--- config.mk ---
export PLATFORM = sky130hd
export DESIGN_NAME = frame_read_sequencer
export DESIGN_NICKNAME = d
export VERILOG_FILES = /design/src/rtl/frame_read_sequencer.sv
export SDC_FILE = /design/constraint.sdc
export NUM_CORES = 1
export LEC_CHECK = 0
export ABC_AREA = 1
export BUFFER_PORTS_ARGS = -buffer_cell sky130_fd_sc_hd__clkbuf_2
export CAP_MARGIN = 0
export CORE_MARGIN = 1.5
export CORE_UTILIZATION = 57
export DETAILED_ROUTE_END_ITERATION = 8
export PLACE_DENSITY_LB_ADDON = 0.3
export SLEW_MARGIN = 0
export SYNTH_ARGS = -nofsm -noshare
export SYNTH_HDL_FRONTEND = slang
export SYNTH_SLANG_ARGS = --single-unit
export TNS_END_PERCENT = 50
--- constraint.sdc ---
create_clock -name clk -period 2.2 [get_ports clk]
set_clock_uncertainty 0.2 [all_clocks]
set_input_delay 0.44 -clock clk [delete_from_list [all_inputs] [get_ports clk]]
set_output_delay 0.44 -clock clk [all_outputs]
set_load 0.05 [all_outputs]
--- src/rtl/frame_read_sequencer.sv ---
// Frame read sequencer: vsync start-up, per-row hsync gap, then an
// active line of even/odd pixel-pair addresses with downstream back-pressure.
module frame_read_sequencer #(
  parameter int IMAGE_WIDTH  = 768,
  parameter int IMAGE_HEIGHT = 512,
  parameter int START_DELAY  = 100,
  parameter int HSYNC_DELAY  = 160,
  parameter int ROW_WIDTH    = 10,
  parameter int COL_WIDTH    = 11
) (
  input  logic                 clk,
  input  logic                 reset,
  input  logic                 start,
  input  logic                 pixel_Ready,
  output logic                 vertical_Pulse,
  output logic                 horizontal_Pulse,
  output logic                 pixel_Valid,
  output logic [ROW_WIDTH-1:0] row,
  output logic [COL_WIDTH-1:0] column,
  output logic                 busy,
  output logic                 done_Flag
);

  localparam int DLY_MAX =
    (START_DELAY > HSYNC_DELAY) ? START_DELAY : HSYNC_DELAY;
  localparam int DLY_W = $clog2(DLY_MAX + 1);

  localparam logic [DLY_W-1:0] VS_LAST =
    DLY_W'(START_DELAY - 1);
  localparam logic [DLY_W-1:0] HS_LAST =
    DLY_W'(HSYNC_DELAY - 1);
  localparam logic [ROW_WIDTH-1:0] ROW_LAST =
    ROW_WIDTH'(IMAGE_HEIGHT - 1);
  localparam logic [COL_WIDTH-1:0] COL_LAST =
    COL_WIDTH'(IMAGE_WIDTH - 2);

  typedef enum logic [2:0] {
    S_IDLE,
    S_VSYNC,
    S_HSYNC,
    S_DATA,
    S_DONE
  } state_e;

  state_e               state_q, state_d;
  logic [DLY_W-1:0]     dly_q, dly_d;
  logic [ROW_WIDTH-1:0] row_q, row_d;
  logic [COL_WIDTH-1:0] col_q, col_d;
  logic                 xfer;

  always_ff @(posedge clk or posedge reset) begin
    if (reset) begin
      state_q <= S_IDLE;
      dly_q   <= '0;
      row_q   <= '0;
      col_q   <= '0;
    end else begin
      state_q <= state_d;
      dly_q   <= dly_d;
      row_q   <= row_d;
      col_q   <= col_d;
    end
  end

  always_comb begin
    state_d = state_q;
    dly_d   = dly_q;
    row_d   = row_q;
    col_d   = col_q;
    xfer    = 1'b0;
    unique case (state_q)
      S_IDLE: begin
        dly_d = '0;
        if (start) state_d = S_VSYNC;
      end
      S_VSYNC: begin
        if (dly_q == VS_LAST) begin
          dly_d   = '0;
          row_d   = '0;
          col_d   = '0;
          state_d = S_HSYNC;
        end else begin
          dly_d = dly_q + 1'b1;
        end
      end
      S_HSYNC: begin
        if (dly_q == HS_LAST) begin
          dly_d   = '0;
          state_d = S_DATA;
        end else begin
          dly_d = dly_q + 1'b1;
        end
      end
      S_DATA: begin
        xfer = pixel_Ready;
        if (xfer) begin
          if (col_q != COL_LAST) begin
            col_d = col_q + COL_WIDTH'(2);
          end else if (row_q != ROW_LAST) begin
            col_d   = '0;
            row_d   = row_q + 1'b1;
            state_d = S_HSYNC;
          end else begin
            // last pair of the frame: hold indices for one DONE cycle
            state_d = S_DONE;
          end
        end
      end
      S_DONE: begin
        row_d   = '0;
        col_d   = '0;
        state_d = S_IDLE;
      end
      default: begin
        dly_d   = '0;
        row_d   = '0;
        col_d   = '0;
        state_d = S_IDLE;
      end
    endcase
  end

  assign vertical_Pulse   = (state_q == S_VSYNC);
  assign horizontal_Pulse = (state_q == S_DATA);
  assign pixel_Valid      = (state_q == S_DATA);
  assign busy             = (state_q != S_IDLE);
  assign done_Flag        = (state_q == S_DONE);
  assign row              = row_q;
  assign column           = col_q;

endmodule

==> results.toml, run 1 <==
[yosys]
yosysSeqAreaShare_pct = 39.2
synth_cells = 287
muxShareOfSynthArea_pct = 0
netlist-cell-type-count = 31
avgSynthCellArea_sq_um = 6.90
syn_nets = 294
syn_area_sq_mm = 0.00198
synth_fa_ha_area_share_pct = 1.90
ys_warn_count = 0
ys_ff_latch = 31
synth-compound-area-share_pct = 4.24
synth_top_family_by_area = "simple AND/OR/NAND/NOR gates"
synthSimpleGateAreaFrac_pct = 43.9
synth_xor_area_share_pct = 3.98

[pwr]
p_leak_nw = 1.10
power.density_mw_per_mm2 = 418
internal-power_uw = 722
ir_drop_v = 0.000251
pwr-share-clk_pct = 37.1
pwr-share-seq_pct = 60.8
comb_power_share_pct = 2.1
power.switching_uw = 215
p_sw_share_pct = 22.9

[sta]
tns_ns = 0
fmax_mhz = 477
slew_viol_final = 0
final_hold_viol_count = 0
setup_viol = 0
rsz0062_at_grt = "false"
fin_crit_sh_pct = 95.2
min_period_ns = 2.09

[drt]
routed_via_density = 5.14
ant_nets = 0
wire_per_inst_um = 11.6
dr.pass1.iters = 4
drc = 0
dr_total_vias = 1890
detail_route.iter0.violations = 128
wirelength_um = 4260

[worst_setup_path]
max_stage_delay_ns = 0.44
critPathKind = "reg2out"
crit_top_cell = "inv_2"
rrSetupSlack_ns = 0.28
end_kind = "primary output"
cp_cell_sequence = "inv_2, nand3_2, inv_2, clkbuf_2"
cp_num_buf_inv = 3
start_kind = "flop"
cp.required_ns = 1.56
slowest_stage = "dfrtp_1"
arrival_ns = 1.45
cp_max_fo = 5
crit_family = "buffers and inverters"

[finish]
synthToLayoutAreaGrowth_pct = 13.1
final_common_cell = "nand2_1"
design_area_sq_mm = 0.00224
final_cell_mix = "109 x nand2_1, 44 x nor2_1, 31 x dfrtp_1"
diodes = 0
drive_above_1_share_pct = 19.9
final_net_count = 329

[placed_design]
port_buffers = 28
dp.final_hpwl_um = 3170
post_dp_cell_area_sq_mm = 0.00217
gp_congestion = 0.845

[global_route]
grt_pass1_vias = 1732
grtUsageTotal_pct = 25.8
antenna_found_initial = 0
overflow = 0
grt_pass1_wl_um = 7250
grt_max_degree = 32

[floorplanning]
row_count = 21
fp.dieH_um = 61.9
core_sq_mm = 0.00334
die_area_sq_mm = 0.00384
dieWidth_um = 61.9
start_util_pct = 59.3
ioPinCount = 30

[cts]
cts_root_buffer = "clkbuf_4"
numCtsBuffers = 5
clock-sinks = 31
clockBufferDepth = 2
clock_latency_ns = 0.34
postCtsSetupBuffers = 0
clkSlewWorstSetupHoldPaths_ns = 0.09
htreeDepth = 2
cts_tree = "yes"

[worst_hold_path]
hp-class = "in2reg"

[run_status]
outcome = "finished clean"

[flow_run]
cap_violations = 0
[sequential cells by signal, indices dropped and copies added, names as in the netlist]
signal   cells
state_q      3
row         10
dly_q        8
column      10
[tightest hold or removal path: cells and delay by family]
kind	cells	cell delay [ns]
buffers and inverters	2	0.15
and+or+nand+nor	3	0.16
[layer usage]
| metal | global-route usage (%) | share of wire (%) | vias up |
|---|---|---|---|
| met5 | 0 | 0 | - |
| met4 | 11.6 | 2.3 | 0 |
| met3 | 6.00 | 5.1 | 11 |
| met2 | 42.1 | 48 | 56 |
| met1 | 32.7 | 45 | 862 |
| li1 | - | - | 961 |
[metrics by stage]
stage / hold WS, ns / setup WS, ns / std cells / power, mW / utilization (%)
floorplan: 0.268 / 0.0621 / 287 / 0.594 / -
global placement: 0.280 / 0.355 / 360 / 0.600 / 65.1
detailed placement: 0.303 / 0.302 / 360 / 0.600 / 65.1
CTS: 0.257 / 0.100 / 368 / 0.938 / 67.1
global route: 0.302 / 0.0293 / 368 / 0.966 / 67.1
finish: 0.260 / 0.105 / 368 / 0.936 / 67.1
[power groups by stage]
| stage | Combinational, mW | Clock, mW | Sequential, mW |
|---|---|---|---|
| after floorplan | 0.0135 | 0 | 0.581 |
| after global placement | 0.0193 | 0 | 0.581 |
| after detailed placement | 0.0194 | 0 | 0.581 |
| after CTS | 0.0208 | 0.348 | 0.569 |
| after global routing | 0.0234 | 0.373 | 0.569 |
| final | 0.0200 | 0.347 | 0.569 |
[layout make-up]
type | instances | area [sq um]
clock inverters | 1 | 5.00
well taps | 46 | 57.6
multi-input cells | 223 | 1070
inverters | 30 | 113
clock buffers | 6 | 51.3
repair buffers | 31 | 165
fillers | 312 | 1100
flip-flops and latches | 31 | 776
[Yosys cell counts]
cell type / instances / area (sq um)
nand2_1: 109 / 409
nor2_1: 44 / 165
dfrtp_1: 31 / 776
inv_1: 22 / 82.6
nand3_1: 13 / 65.1
inv_2: 8 / 30.0
nor3_1: 8 / 40.0
xor2_1: 7 / 61.3
a21oi_1: 6 / 30.0
nor2_2: 6 / 37.5
nand3_2: 4 / 40.0
o21ai_0: 4 / 20.0
ha_1: 3 / 37.5
buf_4: 2 / 15.0
nand2_4: 2 / 22.5
nand4_1: 2 / 12.5
xnor2_1: 2 / 17.5
a22o_1: 1 / 8.76
clkbuf_1: 1 / 3.75
conb_1: 1 / 3.75
nand2_2: 1 / 6.26
nand3b_1: 1 / 7.51
nand4_2: 1 / 12.5
nor2_4: 1 / 11.3
nor3_2: 1 / 10.0
nor3b_1: 1 / 7.51
nor3b_2: 1 / 12.5
o21ai_2: 1 / 8.76
o21bai_1: 1 / 7.51
o221ai_1: 1 / 8.76
or2_4: 1 / 8.76
[path summary, 6_finish.rpt]
path / start / to / cells past startpoint
worst min-delay path: start / state_q[1]$_DFFE_PP0P_ / 5
worst max-delay path: state_q[2]$_DFFE_PP0P_ / horizontal_Pulse / 4
min in group asynchronous: reset / column[4]$_DFFE_PP0P_ / 4
worst min register to register: dly_q[0]$_DFFE_PP0N_ / dly_q[0]$_DFFE_PP0N_ / 1
max in group asynchronous: reset / state_q[1]$_DFFE_PP0P_ / 4
worst max register to register: row[0]$_DFFE_PP0P_ / row[5]$_DFFE_PP0P_ / 9
[logic make-up (layout without fill, tap and decap cells)]
group	Yosys count	in the layout
compound gates	14	14
xor+xnor	9	9
fa+ha+maj	3	3
buf+inv	33	68
simple gates	196	196
flops	31	31
other cells	1	1
[timing repair]
action	in CTS	in global routing
resized for setup	0	0
hold buffers	1	0
hold endpoints to repair	31	0
(Power assumes the default switching activity.)
==> inputs of run 2 (changes only) <==
Settings changed: CORE_MARGIN 1.5 to not set.
==> run 2 against run 1 <==
Net effect: utilization shrank 0.45 points; largest power group unchanged; largest cell class unchanged; global-route usage shrank 0.49 points; fmax grew 1.3%; critical path type unchanged; sequential power is essentially flat; non-clock buffer count is the same; final area shrank 0.67%.
==> results.toml, run 2 (synthesis gave the netlist of run 1 again) <==
[pwr]
ir_drop_v = 0.000266
comb_power_share_pct = 2.3
p_leak_nw = 1.09
p_sw_share_pct = 22.0
pwr-share-seq_pct = 64.6
pwr-share-clk_pct = 33.1
internal-power_uw = 687
power.switching_uw = 194
power.density_mw_per_mm2 = 396

[finish]
final_common_cell = "nand2_1"
seqCellArea_sq_um = 776
final_cell_mix = "109 x nand2_1, 44 x nor2_1, 31 x dfrtp_1"
nFillCells = 315
design_area_sq_mm = 0.00222
multiInputGateArea_sq_mm = 0.00107
diodes = 0
synthToLayoutAreaGrowth_pct = 12.4
final_net_count = 329
drive_above_1_share_pct = 19.3

[cts]
cts_root_buffer = "clkbuf_4"
clockBufferDepth = 2
numCtsBuffers = 5
clkSlewWorstSetupHoldPaths_ns = 0.08
postCtsSetupBuffers = 0
cts_tree = "yes"
clock-sinks = 31
clock_latency_ns = 0.33
htreeDepth = 2

[floorplanning]
ioPinCount = 30
start_util_pct = 59.3
fp.dieH_um = 60.9
core_sq_mm = 0.00334
row_count = 21
die_area_sq_mm = 0.00371
dieWidth_um = 60.9

[global_route]
grt_max_degree = 32
overflow = 0
antenna_found_initial = 0
grt_pass1_vias = 1664
grt_pass1_wl_um = 6890
grtUsageTotal_pct = 25.3

[worst_setup_path]
crit_top_cell = "inv_2"
end_kind = "primary output"
critPathKind = "reg2out"
cp.required_ns = 1.56
start_kind = "flop"
slowest_stage = "dfrtp_1"
cp_num_buf_inv = 3
cp_max_fo = 5
max_stage_delay_ns = 0.43
cp_cell_sequence = "inv_2, nand3_2, inv_2, clkbuf_2"
arrival_ns = 1.43
crit_family = "buffers and inverters"

[drt]
drc = 0
wire_per_inst_um = 11.2
wirelength_um = 4110
dr_total_vias = 1857
ant_nets = 0
detail_route.iter0.violations = 142
routed_via_density = 5.06
dr.pass1.iters = 4

[sta]
fin_crit_sh_pct = 94.0
setup_viol = 0
fmax_mhz = 484
min_period_ns = 2.07
final_hold_viol_count = 0
tns_ns = 0
rsz0062_at_grt = "false"
slew_viol_final = 0
hold_ws_ns = 0.273

[placed_design]
dp.final_hpwl_um = 3050
post_dp_cell_area_sq_mm = 0.00217
port_buffers = 28
gp_congestion = 0.826

[run_status]
outcome = "finished clean"

[worst_hold_path]
hp-class = "in2reg"

[flow_run]
cap_violations = 0
-- run 2: worst register-to-register path, cell delays in order, from the launching register on --
cell     delay, ns
dfrtp_1       0.45
ha_1          0.21
nand2_1       0.10
nor2_2        0.19
nand4_2       0.16
nand2_1       0.17
inv_2         0.05
nand2_2       0.17
nand2_1       0.08
nand2_1       0.06
-- run 2: worst paths after layout --
| path | end | cells after the start | slack, ns | startpoint |
|---|---|---|---|---|
| max | horizontal_Pulse | 4 | 0.13 | state_q[2]$_DFFE_PP0P_ |
| min | state_q[1]$_DFFE_PP0P_ | 5 | 0.27 | start |
| max reg2reg | row[8]$_DFFE_PP0P_ | 9 | 0.31 | row[0]$_DFFE_PP0P_ |
| min reg2reg | dly_q[0]$_DFFE_PP0N_ | 1 | 0.31 | dly_q[0]$_DFFE_PP0N_ |
| max in group asynchronous | row[1]$_DFFE_PP0P_ | 4 | 0.98 | reset |
| min in group asynchronous | column[4]$_DFFE_PP0P_ | 4 | 0.52 | reset |
-- run 2: repair_timing --
action,4_1_cts,5_1_grt
hold buffers,1,0
hold endpoints to repair,31,0
gates resized for setup,0,0
-- run 2: metrics by stage --
stage               setup slack, ns  util [%]  std cells  total power, mW
floorplan                    0.0621         -        287            0.594
global placement              0.359      65.1        360            0.600
detailed placement            0.313      65.1        360            0.600
CTS                           0.125      66.7        367            0.892
global route                 0.0413      66.7        367            0.918
finish                        0.132      66.7        367            0.881
-- run 2: routing by layer --
| metal | vias up | routed length [um] | global-route usage [%] |
|---|---|---|---|
| met5 | - | 0 | 0 |
| met4 | 0 | 67 | 12.0 |
| met3 | 7 | 111 | 3.84 |
| met2 | 34 | 1940 | 41.8 |
| met1 | 858 | 1990 | 32.7 |
| li1 | 958 | - | - |
-- run 2: layout make-up --
class                      instances  share of cell area, %
multi-input combinational        223                   48.2
tap                               46                   2.59
timing repair buffer              31                   7.42
inverter                          30                   5.06
clock buffer                       6                   1.86
sequential                        31                   34.9
-- run 2: power by group through the flow --
| stage | Combinational [mW] | Clock, mW | Sequential, mW |
|---|---|---|---|
| 2_1_floorplan | 0.0135 | 0 | 0.581 |
| 3_3_place_gp | 0.0194 | 0 | 0.581 |
| 3_5_place_dp | 0.0196 | 0 | 0.581 |
| 4_1_cts | 0.0209 | 0.302 | 0.569 |
| 5_1_grt | 0.0236 | 0.325 | 0.569 |
| 6_report | 0.0200 | 0.292 | 0.569 |
